File: config.mk
export PLATFORM = sky130hd
export DESIGN_NAME = watch_mode_ctrl_flat
export DESIGN_NICKNAME = d
export VERILOG_FILES = /design/src/rtl/watch_mode_ctrl_if.sv /design/src/rtl/watch_mode_ctrl.sv /design/src/flat_wrapper.sv
export SDC_FILE = /design/constraint.sdc
export NUM_CORES = 1
export LEC_CHECK = 0
export ABC_AREA = 1
export CORE_MARGIN = 2
export CORE_UTILIZATION = 25
export DETAILED_ROUTE_END_ITERATION = 8
export PLACE_DENSITY = 0.38
export SETUP_SLACK_MARGIN = 0.4
export SLEW_MARGIN = 20
export SYNTH_ARGS = -nofsm -noshare
export SYNTH_HDL_FRONTEND = slang
export SYNTH_SLANG_ARGS = --single-unit
File: constraint.sdc
create_clock -name clk -period 2.2 [get_ports clk]
set_input_delay 0.55 -clock clk [delete_from_list [all_inputs] [get_ports clk]]
set_output_delay 0.55 -clock clk [all_outputs]
set_load 0.005 [all_outputs]
File: src/rtl/watch_mode_ctrl_if.sv
// Button-pulse inputs and counter/FND control outputs of the watch mode controller.
// master = button/debounce side, slave = the controller itself.
interface watch_mode_ctrl_if;
  logic       btn_mode;
  logic       btn_run;
  logic       btn_clear;
  logic       btn_set;
  logic       btn_up;
  logic       disp_sw;
  logic       mode;
  logic       sw_run;
  logic       sw_clear;
  logic       watch_hold;
  logic       inc_hour;
  logic       inc_min;
  logic       inc_sec;
  logic       disp_sel;
  logic [3:0] blink_mask;

  modport master (
    output btn_mode, btn_run, btn_clear, btn_set, btn_up, disp_sw,
    input  mode, sw_run, sw_clear, watch_hold, inc_hour, inc_min, inc_sec,
           disp_sel, blink_mask
  );

  modport slave (
    input  btn_mode, btn_run, btn_clear, btn_set, btn_up, disp_sw,
    output mode, sw_run, sw_clear, watch_hold, inc_hour, inc_min, inc_sec,
           disp_sel, blink_mask
  );
endinterface

File: src/rtl/watch_mode_ctrl.sv
// Mode/sequence controller: button pulses -> stopwatch run/clear, watch edit, page select, blink mask.
// Every output is a flop updated one cycle after the pulse; no backpressure, unaccepted pulses are dropped.
module watch_mode_ctrl #(
  parameter int BLINK_HALF = 50_000_000
) (
  input  logic             clk,
  input  logic             rst,
  watch_mode_ctrl_if.slave bus
);

  localparam int             CW      = $clog2(BLINK_HALF);
  localparam logic [CW-1:0]  CNT_MAX = CW'(BLINK_HALF - 1);

  typedef enum logic [1:0] {SW_STOP, SW_RUN, SW_CLR} sw_state_t;
  typedef enum logic [1:0] {W_RUN, W_HOUR, W_MIN, W_SEC} w_state_t;
  typedef enum logic [2:0] {CMD_NONE, CMD_MODE, CMD_SET, CMD_CLEAR, CMD_RUN, CMD_UP} cmd_t;

  sw_state_t     sw_state, sw_next;
  w_state_t      w_state, w_next;
  cmd_t          cmd;

  logic          mode_q, mode_next;
  logic [CW-1:0] cnt_q, cnt_next;
  logic          phase_q, phase_next;
  logic          up_accept;

  logic          inc_hour_next, inc_min_next, inc_sec_next;
  logic          disp_sel_next;
  logic [3:0]    blink_mask_next;

  logic          sw_run_q, sw_clear_q, watch_hold_q;
  logic          inc_hour_q, inc_min_q, inc_sec_q;
  logic          disp_sel_q;
  logic [3:0]    blink_mask_q;

  // Only the highest-priority pulse survives, even if the state then ignores it.
  always_comb begin
    cmd = CMD_NONE;
    if (bus.btn_mode)       cmd = CMD_MODE;
    else if (bus.btn_set)   cmd = CMD_SET;
    else if (bus.btn_clear) cmd = CMD_CLEAR;
    else if (bus.btn_run)   cmd = CMD_RUN;
    else if (bus.btn_up)    cmd = CMD_UP;
  end

  always_ff @(posedge clk or posedge rst) begin
    if (rst) begin
      sw_state <= SW_STOP;
      w_state  <= W_RUN;
      mode_q   <= 1'b0;
      cnt_q    <= '0;
      phase_q  <= 1'b1;
    end else begin
      sw_state <= sw_next;
      w_state  <= w_next;
      mode_q   <= mode_next;
      cnt_q    <= cnt_next;
      phase_q  <= phase_next;
    end
  end

  always_comb begin
    sw_next       = sw_state;
    w_next        = w_state;
    mode_next     = mode_q;
    up_accept     = 1'b0;
    inc_hour_next = 1'b0;
    inc_min_next  = 1'b0;
    inc_sec_next  = 1'b0;

    case (cmd)
      CMD_MODE: begin
        if ((!mode_q && sw_state == SW_STOP) || (mode_q && w_state == W_RUN))
          mode_next = ~mode_q;
      end
      CMD_SET: begin
        if (mode_q) begin
          case (w_state)
            W_RUN:   w_next = W_HOUR;
            W_HOUR:  w_next = W_MIN;
            W_MIN:   w_next = W_SEC;
            default: w_next = W_RUN;
          endcase
        end
      end
      CMD_CLEAR: begin
        if (!mode_q && sw_state == SW_STOP)
          sw_next = SW_CLR;
      end
      CMD_RUN: begin
        if (!mode_q) begin
          if (sw_state == SW_STOP)     sw_next = SW_RUN;
          else if (sw_state == SW_RUN) sw_next = SW_STOP;
        end
      end
      CMD_UP: begin
        if (mode_q) begin
          case (w_state)
            W_HOUR: begin inc_hour_next = 1'b1; up_accept = 1'b1; end
            W_MIN:  begin inc_min_next  = 1'b1; up_accept = 1'b1; end
            W_SEC:  begin inc_sec_next  = 1'b1; up_accept = 1'b1; end
            default: ;
          endcase
        end
      end
      default: ;
    endcase

    // Clear is a single-cycle state regardless of what else arrives.
    if (sw_state == SW_CLR)
      sw_next = SW_STOP;
  end

  // Blink timer restarts visible on field entry or an accepted increment.
  always_comb begin
    cnt_next   = '0;
    phase_next = 1'b1;
    if (w_next != W_RUN) begin
      if (w_next != w_state || up_accept) begin
        cnt_next   = '0;
        phase_next = 1'b1;
      end else if (cnt_q == CNT_MAX) begin
        cnt_next   = '0;
        phase_next = ~phase_q;
      end else begin
        cnt_next   = cnt_q + 1'b1;
        phase_next = phase_q;
      end
    end
  end

  always_comb begin
    blink_mask_next = 4'b0000;
    if (!phase_next) begin
      case (w_next)
        W_HOUR:  blink_mask_next = 4'b1100;
        W_MIN:   blink_mask_next = 4'b0011;
        W_SEC:   blink_mask_next = 4'b1100;
        default: blink_mask_next = 4'b0000;
      endcase
    end
  end

  always_comb begin
    case (w_next)
      W_HOUR, W_MIN: disp_sel_next = 1'b1;
      W_SEC:         disp_sel_next = 1'b0;
      default:       disp_sel_next = bus.disp_sw;
    endcase
  end

  always_ff @(posedge clk or posedge rst) begin
    if (rst) begin
      sw_run_q     <= 1'b0;
      sw_clear_q   <= 1'b0;
      watch_hold_q <= 1'b0;
      inc_hour_q   <= 1'b0;
      inc_min_q    <= 1'b0;
      inc_sec_q    <= 1'b0;
      disp_sel_q   <= 1'b0;
      blink_mask_q <= 4'b0000;
    end else begin
      sw_run_q     <= (sw_next == SW_RUN);
      sw_clear_q   <= (sw_next == SW_CLR);
      watch_hold_q <= (w_next != W_RUN);
      inc_hour_q   <= inc_hour_next;
      inc_min_q    <= inc_min_next;
      inc_sec_q    <= inc_sec_next;
      disp_sel_q   <= disp_sel_next;
      blink_mask_q <= blink_mask_next;
    end
  end

  assign bus.mode       = mode_q;
  assign bus.sw_run     = sw_run_q;
  assign bus.sw_clear   = sw_clear_q;
  assign bus.watch_hold = watch_hold_q;
  assign bus.inc_hour   = inc_hour_q;
  assign bus.inc_min    = inc_min_q;
  assign bus.inc_sec    = inc_sec_q;
  assign bus.disp_sel   = disp_sel_q;
  assign bus.blink_mask = blink_mask_q;

endmodule
File: src/flat_wrapper.sv
// flat-port wrapper written by rule: the top's interface ports become plain ports
module watch_mode_ctrl_flat 
#(
  parameter int BLINK_HALF = 50_000_000
)
  (clk, rst, bus_btn_mode, bus_btn_run, bus_btn_clear, bus_btn_set, bus_btn_up, bus_disp_sw, bus_mode, bus_sw_run, bus_sw_clear, bus_watch_hold, bus_inc_hour, bus_inc_min, bus_inc_sec, bus_disp_sel, bus_blink_mask);
  watch_mode_ctrl_if bus_i ();
  input  logic clk;
  input  logic rst;
  input wire logic [$bits(bus_i.btn_mode)-1:0] bus_btn_mode;
  input wire logic [$bits(bus_i.btn_run)-1:0] bus_btn_run;
  input wire logic [$bits(bus_i.btn_clear)-1:0] bus_btn_clear;
  input wire logic [$bits(bus_i.btn_set)-1:0] bus_btn_set;
  input wire logic [$bits(bus_i.btn_up)-1:0] bus_btn_up;
  input wire logic [$bits(bus_i.disp_sw)-1:0] bus_disp_sw;
  output wire logic [$bits(bus_i.mode)-1:0] bus_mode;
  output wire logic [$bits(bus_i.sw_run)-1:0] bus_sw_run;
  output wire logic [$bits(bus_i.sw_clear)-1:0] bus_sw_clear;
  output wire logic [$bits(bus_i.watch_hold)-1:0] bus_watch_hold;
  output wire logic [$bits(bus_i.inc_hour)-1:0] bus_inc_hour;
  output wire logic [$bits(bus_i.inc_min)-1:0] bus_inc_min;
  output wire logic [$bits(bus_i.inc_sec)-1:0] bus_inc_sec;
  output wire logic [$bits(bus_i.disp_sel)-1:0] bus_disp_sel;
  output wire logic [$bits(bus_i.blink_mask)-1:0] bus_blink_mask;
  assign bus_i.btn_mode = bus_btn_mode;
  assign bus_i.btn_run = bus_btn_run;
  assign bus_i.btn_clear = bus_btn_clear;
  assign bus_i.btn_set = bus_btn_set;
  assign bus_i.btn_up = bus_btn_up;
  assign bus_i.disp_sw = bus_disp_sw;
  assign bus_mode = bus_i.mode;
  assign bus_sw_run = bus_i.sw_run;
  assign bus_sw_clear = bus_i.sw_clear;
  assign bus_watch_hold = bus_i.watch_hold;
  assign bus_inc_hour = bus_i.inc_hour;
  assign bus_inc_min = bus_i.inc_min;
  assign bus_inc_sec = bus_i.inc_sec;
  assign bus_disp_sel = bus_i.disp_sel;
  assign bus_blink_mask = bus_i.blink_mask;
  watch_mode_ctrl #(.BLINK_HALF(BLINK_HALF)) u_core (.clk(clk), .rst(rst), .bus(bus_i));
endmodule
# After elaboration in Yosys (flattened, before gate mapping)
# Cells that the tools add are included.
# word_totals
ff_bits,43
in_bits,8
# classes
add_sub_neg,1
eq_ne,17
n_mux,35
bitwise_logic,2
n_reduce_logical,12
# ops
op,count
26-bit 2-to-1 mux,3
"26-bit by 1-bit adder with 26-bit output, second input constant",1
"26-bit equality test, second input constant",1
1-bit 2-to-1 mux,15
3-bit 2-to-1 mux,5
2-bit 2-to-1 mux,7
"2-bit equality test, second input constant",6
"2-bit by 1-bit equality test with 1-bit output, second input constant",4
4-bit one-hot mux with 2 select lines,1
"3-bit by 2-bit equality test with 1-bit output, second input constant",2
"3-bit equality test, second input constant",2
2-bit one-hot mux with 3 select lines,1
2-bit zero test,2
4-bit 2-to-1 mux,1
2-bit one-hot mux with 2 select lines,1
2-bit OR reduction,2
"3-bit by 1-bit equality test with 1-bit output, second input constant",1
3-bit OR reduction,1
1-bit logical AND,2
1-bit logical OR,2
2-bit inequality test,1
1-bit NOT,2
1-bit one-hot mux with 2 select lines,1
2-bit AND reduction,1
other kinds (2),2

# Logic depth before layout (Yosys ltp)
# Gate-level depths: netlist of the first run.
# logic_depth
ltp_word,12
mapped_depth,14
depth_no_buf,14

# Worst setup path before layout of the first run
# No wires, ideal clock.
# synth_path
path_type,reg2reg
start,reg u_core.w_state[0]
end,reg u_core.cnt_q[16]
setup_ns,0.069
arrival_ns,1.931
required_time_ns,2.131
slack_ns,0.200
path_stages_with_launch,13
path_buffers,1
synth_period_minus_slack_ns,2.000
path_cell_list,dfrtp_1 > inv_1 > ha_1 > inv_1 > nand2_1 > nor2_1 > nand3_1 > o21ai_0 > ha_1 > a21oi_2 > nand3_4 > buf_6 > nor2_2
# synth_between
elab_chain_len,8
# synth_rtl
element,line_no,rtl
"start, declared",watch_mode_ctrl.sv:19,"w_state_t w_state, w_next;"
"start signal, assigned",watch_mode_ctrl.sv:55,w_state <= w_next;
2-bit equality test (tied with other cells),"watch_mode_ctrl.sv:78, watch_mode_ctrl.sv:98",
2-bit one-hot mux with 3 select lines or 3-bit OR reduction (tied branches),-,
2-bit 2-to-1 mux or 1-bit 2-to-1 mux (tied branches),"watch_mode_ctrl.sv:77, watch_mode_ctrl.sv:98",
2-bit 2-to-1 mux or 1-bit 2-to-1 mux (tied branches),"watch_mode_ctrl.sv:71, watch_mode_ctrl.sv:97",
2-bit inequality test or 1-bit 2-to-1 mux (tied branches),"watch_mode_ctrl.sv:119, watch_mode_ctrl.sv:71",
1-bit logical OR,watch_mode_ctrl.sv:119,if (w_next != w_state || up_accept) begin
26-bit 2-to-1 mux,watch_mode_ctrl.sv:119,
26-bit 2-to-1 mux *,watch_mode_ctrl.sv:118,if (w_next != W_RUN) begin
net u_core.cnt_next[16],watch_mode_ctrl.sv:23,"logic [CW-1:0] cnt_q, cnt_next;"
"end signal, assigned",watch_mode_ctrl.sv:57,cnt_q <= cnt_next;
"end, declared",watch_mode_ctrl.sv:23,
# The timed path passes the listed nets; every way through them passes the cells marked *.
# A chain may end at the register's enable or synchronous reset.

# Worst setup path in the final report of the first run
# layout_path
start,in bus_btn_set
end,reg u_core.cnt_q[2]
# layout_between
elab_chain_len,8
# layout_rtl
element,line_no,rtl
"start, declared",flat_wrapper.sv:13,input wire logic [$bits(bus_i.btn_set)-1:0] bus_btn_set;
3-bit 2-to-1 mux *,watch_mode_ctrl.sv:40,else if (bus.btn_set) cmd = CMD_SET;
3-bit 2-to-1 mux *,watch_mode_ctrl.sv:39,if (bus.btn_mode) cmd = CMD_MODE;
3-bit by 2-bit equality test with 1-bit output,watch_mode_ctrl.sv:71,case (cmd)
2-bit 2-to-1 mux,watch_mode_ctrl.sv:71,
2-bit inequality test,watch_mode_ctrl.sv:119,
1-bit logical OR,watch_mode_ctrl.sv:119,
26-bit 2-to-1 mux,watch_mode_ctrl.sv:119,
26-bit 2-to-1 mux *,watch_mode_ctrl.sv:118,
net u_core.cnt_next[2],watch_mode_ctrl.sv:23,
# Marked as above.

==> metrics.cfg, run 1 <==
[critical_path]
critPathMaxStageDelay_ps = 210
arrival_ps = 2020
worstReg2RegStart = u_core.w_state[1]$_DFF_PP0_
crit_path_start = bus_btn_set
crit_chain = clkdlybuf4s15_2 > nor2_4 > nor2_4 > nand3_4 > nor2_4 > o21ai_4 > ha_4 > a21oi_4 > nand3_4 > buf_12 > nor2_1
worstSetupEndpointType = flip-flop
cp_common_cell = nor2_4
worstSetupStartpointType = primary input
worst-path-max-fanout = 12
crit_required_ps = 2420
critical_path_class = primary input to flip-flop
cpMaxStageDelayCell = clkdlybuf4s15_2

[clock_tree]
cts_sinks = 41
cts_tree = yes
clkLatencyLatePin_ps = 290
hold_buffers = 0
numCtsBuffers = 5
htree_num_levels = 2
cts-root-buf = clkbuf_8
clkTransAtPathRegs_ps = 80
clock_path_buffers = 2

[sta]
finalHoldViolCount = 0
fin_crit_sh_pct = 81.8
hold_ws_ps = 539
finalClockSkew_ps = 12.4
setup_violations = 0
rsz0062_at_grt = yes
timing.slew.headroom_pct = 78.3
setup-tns-final_ps = 0
slew_viol_final = 0
fmax_mhz = 556
worst_slew_pin_slew_ps = 322
setup_ws_ps = 401
final.min_clock_period_ps = 1800

[power]
switching_share_pct = 39.7
p_leak_nw = 1.44
netSwitchingPower_mw = 1.23
p_clk_share_pct = 15.7
p_int_mw = 1.87
vdd_drop_max_uv = 468
p_comb_share_pct = 52.6
cellPowerDensity_nw_per_um2 = 885
seq_power_share_pct = 31.7

[layout]
num-fill-cells = 1083
diodes = 0
fin_nets = 412
multiInputGateArea_sq_um = 1570
syn2layout_area_growth_pct = 34.1
drive_above_1_share_pct = 29.7
seqCellArea_sq_um = 1030

[hold_path]
holdCritPathClass = flip-flop to flip-flop
hold_start = u_core.cnt_q[0]$_DFF_PP0_

[grt]
grt_pass1_vias = 2237
antenna_found_initial = 0
grt_use_total_pct = 12.3
grt_max_degree = 42
grt.overflow.total = 0
grt_first_pass_wirelength_microns = 11000

[floorplan]
pin_count = 20
die_y_microns = 106
initial_utilization_pct = 25.6
rows = 37
die_width_microns = 106
coreArea_sq_um = 10200
dieArea_sq_um = 11300

[synthesis]
synthTopCellsByArea = dfrtp_1 (38%), nand2_1 (9.7%), nor2_1 (7.6%)
synthFlopType = dfrtp_1
synth_top_area_share_pct = 38.2
syn_avg_cell_area_sq_um = 7.70
synth_seq_area_share_pct = 39.2
synth_edf_count = 0
syn_area_sq_um = 2620
synth-async-reset-ratio_pct = 100
yosys.area.top_type = dfrtp_1
yosysMostFrequentCell = nand2_1
synth_common_cells = nand2_1 (68), nor2_1 (53), inv_1 (45)
synth_cell_types = 29
ys_ff_latch = 41
synth_cells = 340
yosysWarnings = 0
syn-num-nets = 359

[drt]
drt-initial-drc-count = 100
ant_nets = 0
wl_microns = 6450
viasPerCell = 4.18
vias = 2214
wl_per_cell_microns = 12.2
dr.pass1.iters = 4
met2_length_microns = 2960
wl_met3_microns = 126
drc_errors = 0
top_layer_used = met4
m1WireLength_microns = 3310

[flow_run]
max_cap_viol_count = 0

[place]
place_ws_ps = -295
port_buffers = 19
place_hpwl_microns = 4950
gp_congestion = 0.817

[status]
outcome = completed

worst paths after layout:
kind / slack, ps / to / depth (start not counted)
worst max-delay path: 400 / u_core.cnt_q[2]$_DFF_PP0_ / 11
worst min-delay path: 540 / u_core.cnt_q[0]$_DFF_PP0_ / 1
worst max register to register: 400 / u_core.cnt_q[2]$_DFF_PP0_ / 12
worst min register to register: 540 / u_core.cnt_q[0]$_DFF_PP0_ / 1
max in group asynchronous: 1330 / u_core.phase_q$_DFF_PP1_ / 3
min in group asynchronous: 590 / u_core.cnt_q[8]$_DFF_PP0_ / 3
power by group through the flow:
stage                     clock network [mW]  registers (mW)  logic, mW
after detailed placement                   0            1.03       1.22
after global placement                     0            1.03       1.23
after floorplan                            0           0.984      0.836
after CTS                              0.523           0.976       1.52
after global routing                   0.565            1.00       1.80
final                                  0.487           0.984       1.64
cells by family (layout without fill, tap and decap cells):
group           count (synthesis)  in the layout  synth area share [%]
compound gates                 20             20                  4.54
xor+xnor                       16             16                  5.35
fa+ha+maj                      11             11                  5.26
buf+inv                        52            106                  8.60
flops                          41             41                  39.2
simple gates                  200            200                  37.0
cell type report:
| type | instances | share of cell area, % |
|---|---|---|
| multi-input combinational | 247 | 44.6 |
| clock buffer | 7 | 2.17 |
| tap | 136 | 4.85 |
| sequential | 41 | 29.4 |
| clock inverter | 1 | 0.143 |
| timing repair buffer | 51 | 13.5 |
| inverter | 47 | 5.38 |
through the flow:
| stage | instances | power, mW | area [sq um] | util (%) |
|---|---|---|---|---|
| after floorplan | 340 | 1.82 | 2710 | - |
| after CTS | 527 | 3.02 | 3400 | 33.2 |
| after detailed placement | 511 | 2.25 | 3210 | 31.4 |
| final | 530 | 3.11 | 3510 | 34.3 |
| after global routing | 530 | 3.37 | 3510 | 34.3 |
| after global placement | 511 | 2.26 | 3210 | 31.4 |
routing by layer:
layer,up-vias,track usage [%]
li1,1162,-
met1,1024,17.4
met2,26,19.2
met3,2,2.70
met4,0,2.82
met5,-,0
registers in the layout (all words and copies together) (netlist names):
signal / count
u_core.bus.blink_mask: 2
u_core.bus.disp_sel: 1
u_core.bus.inc_hour: 1
u_core.bus.inc_min: 1
u_core.bus.inc_sec: 1
u_core.bus.mode: 1
u_core.bus.sw_clear: 1
u_core.bus.sw_run: 1
u_core.bus.watch_hold: 1
u_core.cnt_q: 26
u_core.phase_q: 1
u_core.sw_state: 2
u_core.w_state: 2
critical path: cells and delay by family:
family,cells,cell delay [ps]
and+or+nand+nor,6,660
buffers and inverters,2,400
AOI/OAI and AO/OA,2,220
adders and majority gates,1,170
cell usage in the layout (no fill, tap or decap), types with 4 or more instances in the layout:
cell / instances
nor2_4: 18
o21ai_1: 4
nand2_1: 67
nor2_2: 17
inv_2: 5
xor2_1: 11
dfrtp_1: 36
nor3_1: 7
o21ai_0: 5
ha_1: 7
inv_1: 37
a21oi_1: 6
xnor2_1: 5
nand4_1: 9
nor3_2: 5
buf_4: 27
clkdlybuf4s50_1: 14
clkbuf_8: 5
nand3_1: 16
nor2_1: 48
dfrtp_2: 4
timing repair:
item | 4_1_cts | 5_1_grt
resized for setup | 32 | 23
cloned | 1 | 0
endpoints found under the setup margin | 36 | 31
setup buffers | 7 | 3
pin swaps | 4 | 3
Note: power is estimated with default switching activity, not from simulation.
==> run 2, diff against run 1 <==
--- a/config.mk
+++ b/config.mk
@@ -9,7 +9,7 @@
 export CORE_MARGIN = 2
 export CORE_UTILIZATION = 25
 export DETAILED_ROUTE_END_ITERATION = 8
-export PLACE_DENSITY = 0.38
+export PLACE_DENSITY = 0.39
 export SETUP_SLACK_MARGIN = 0.4
 export SLEW_MARGIN = 20
 export SYNTH_ARGS = -nofsm -noshare
==> constraint.sdc (replaced) <==
create_clock -name clk -period 1.6 [get_ports clk]
set_input_delay 0.4 -clock clk [delete_from_list [all_inputs] [get_ports clk]]
set_output_delay 0.4 -clock clk [all_outputs]
set_load 0.005 [all_outputs]
==> run 2 against run 1 <==
Against the previous run: the flow now finishes with violations (negative setup slack); sequential power is 33% higher; die area stayed put; critical path type is now flip-flop to flip-flop; highest routed layer unchanged; register-to-register slack worse by 630 ps; first-iteration DRC count is 56% lower; final area is 12% higher.
==> metrics.cfg, run 2 (same netlist as run 1, synthesis figures left out) <==
[layout]
syn2layout_area_growth_pct = 49.5
final_cell_mix = nand2_1 (65), buf_4 (60), nor2_1 (41), dfrtp_1 (38), inv_1 (29)
drive_above_1_share_pct = 45.9  ; +16 points
fin_nets = 456  ; +11%
final_common_cell = nand2_1
largest_register_ff_count = 26  ; unchanged
diodes = 0  ; unchanged
final_cell_count_no_fill = 574  ; +8.3%
regMostFlops = u_core.cnt_q
num-fill-cells = 1081  ; -0.18%
finish.utilization_pct = 38.3  ; +4.0 points
design_area_sq_um = 3920  ; +12%

[drt]
met2_length_microns = 3490  ; +18%
dr.pass1.iters = 4  ; unchanged
top_layer_used = met4
ant_nets = 0  ; unchanged
wl_met3_microns = 169  ; +34%
m1WireLength_microns = 3160  ; -4.6%
wl_per_cell_microns = 12.1  ; -0.67%
drt-initial-drc-count = 44  ; -56%
viasPerCell = 4.22  ; +1.1%
vias = 2425  ; +9.5%
drc_errors = 0  ; unchanged
wl_microns = 6940  ; +7.6%

[sta]
setup_violations = 31  ; +31
setup_ws_ps = -227  ; -628 ps
final.min_clock_period_ps = 1830
fin_crit_sh_pct = 114
finalClockSkew_ps = 5.91  ; -6.49 ps
finalHoldViolCount = 0  ; unchanged
fmax_mhz = 547
slew_viol_final = 0  ; unchanged
timing.slew.headroom_pct = 76.3  ; -2.0 points
worst_slew_pin_slew_ps = 352  ; +29.8 ps
rsz0062_at_grt = yes
setup-tns-final_ps = -5530  ; -5530 ps

[clock_tree]
cts-root-buf = clkbuf_8
clkLatencyLatePin_ps = 300  ; about the same
clock_path_buffers = 2  ; unchanged
cts_tree = yes
htree_num_levels = 2  ; unchanged
cts_sinks = 41  ; unchanged
clkTransAtPathRegs_ps = 90  ; about the same
numCtsBuffers = 5  ; unchanged

[floorplan]
coreArea_sq_um = 10200  ; unchanged
initial_utilization_pct = 25.6  ; unchanged
rows = 37  ; unchanged
dieArea_sq_um = 11300  ; unchanged
die_y_microns = 106  ; unchanged
die_width_microns = 106  ; unchanged
pin_count = 20  ; unchanged

[grt]
antenna_found_initial = 0  ; unchanged
grt_pass1_vias = 2540  ; +14%
grt.overflow.total = 0  ; unchanged
grt_use_total_pct = 13.5  ; +1.1 points
grt_first_pass_wirelength_microns = 12100  ; +9.8%
grt_max_degree = 42  ; unchanged

[power]
vdd_drop_max_uv = 753  ; +61%
p_leak_nw = 1.69  ; +17%
cellPowerDensity_nw_per_um2 = 1300  ; +47%

[place]
port_buffers = 19  ; unchanged
gp_congestion = 0.828  ; +1.3%
dp_cells = 546  ; +6.8%
place_hpwl_microns = 5040  ; +1.9%
placed_area_sq_um = 3440  ; +7.2%

[critical_path]
worst-path-max-fanout = 7  ; -5
worstReg2RegStart = u_core.w_state[1]$_DFF_PP0_
arrival_ps = 2070  ; +50 ps
worstSetupStartpointType = flip-flop
crit_required_ps = 1840  ; -580 ps
critical_path_class = flip-flop to flip-flop
worstSetupEndpointType = flip-flop
crit_path_start = u_core.w_state[1]$_DFF_PP0_

[status]
outcome = finished with violations
violations = negative setup slack

[flow_run]
max_cap_viol_count = 0  ; unchanged

[hold_path]
holdCritPathClass = primary input to async pin

run 2: power by group:
part           internal, mW  switching (mW)  leakage [nW]
Sequential             1.20           0.111         0.543
Clock                 0.310           0.404        0.0445
Combinational          1.54            1.52          1.10
run 2: metal layers:
layer | vias up | global-route usage [%]
met2 | 24 | 23.9
met3 | 13 | 2.76
met5 | - | 0
met4 | 0 | 3.67
li1 | 1254 | -
met1 | 1134 | 16.5
run 2: what timing repair did:
action | CTS | global route
endpoints found under the hold margin | 0 | 0
resized for setup | 114 | 34
cloned | 2 | 0
endpoints found under the setup margin | 53 | 52
pin swaps | 22 | 21
hold buffers | 0 | 0
buffers inserted | 15 | 3
run 2: worst paths after layout:
path / cells past startpoint / to / slack (ps)
min in group clk: 2 / u_core.cnt_q[0]$_DFF_PP0_ / 560
setup reg to reg: 12 / u_core.cnt_q[11]$_DFF_PP0_ / -230
max in group asynchronous: 3 / u_core.phase_q$_DFF_PP1_ / 850
hold / removal: 3 / u_core.bus.sw_run$_DFF_PP0_ / 480
hold reg to reg: 2 / u_core.cnt_q[0]$_DFF_PP0_ / 560
setup / recovery: 12 / u_core.cnt_q[11]$_DFF_PP0_ / -230
run 2: layout make-up:
type	count	area (sq um)	area share [%]
clock inverters	3	21.3	0.543
flip-flops and latches	41	1030	26.3
clock buffers	5	68.8	1.76
multi-input cells	247	1640	41.9
inverters	47	185	4.73
repair buffers	95	801	20.4
well taps	136	170	4.35
run 2: critical path, stage by stage (launching register included):
cell and delay, ps:
dfrtp_2 440, inv_2 80, ha_4 120, inv_2 30, nand2_2 60, nor2_2 40, nand3_2 80, o21ai_2 60
ha_2 210, a21oi_4 150, nand3_4 190, buf_16 210, nor2_4 90
run 2: per-stage QoR:
stage	setup WS, ps	total power, mW	hold slack (ps)
after floorplan	-165	2.49	385
after global placement	-596	3.33	538
after detailed placement	-645	3.34	539
after CTS	-269	4.85	484
after global routing	-339	5.46	502
final	-227	5.08	479
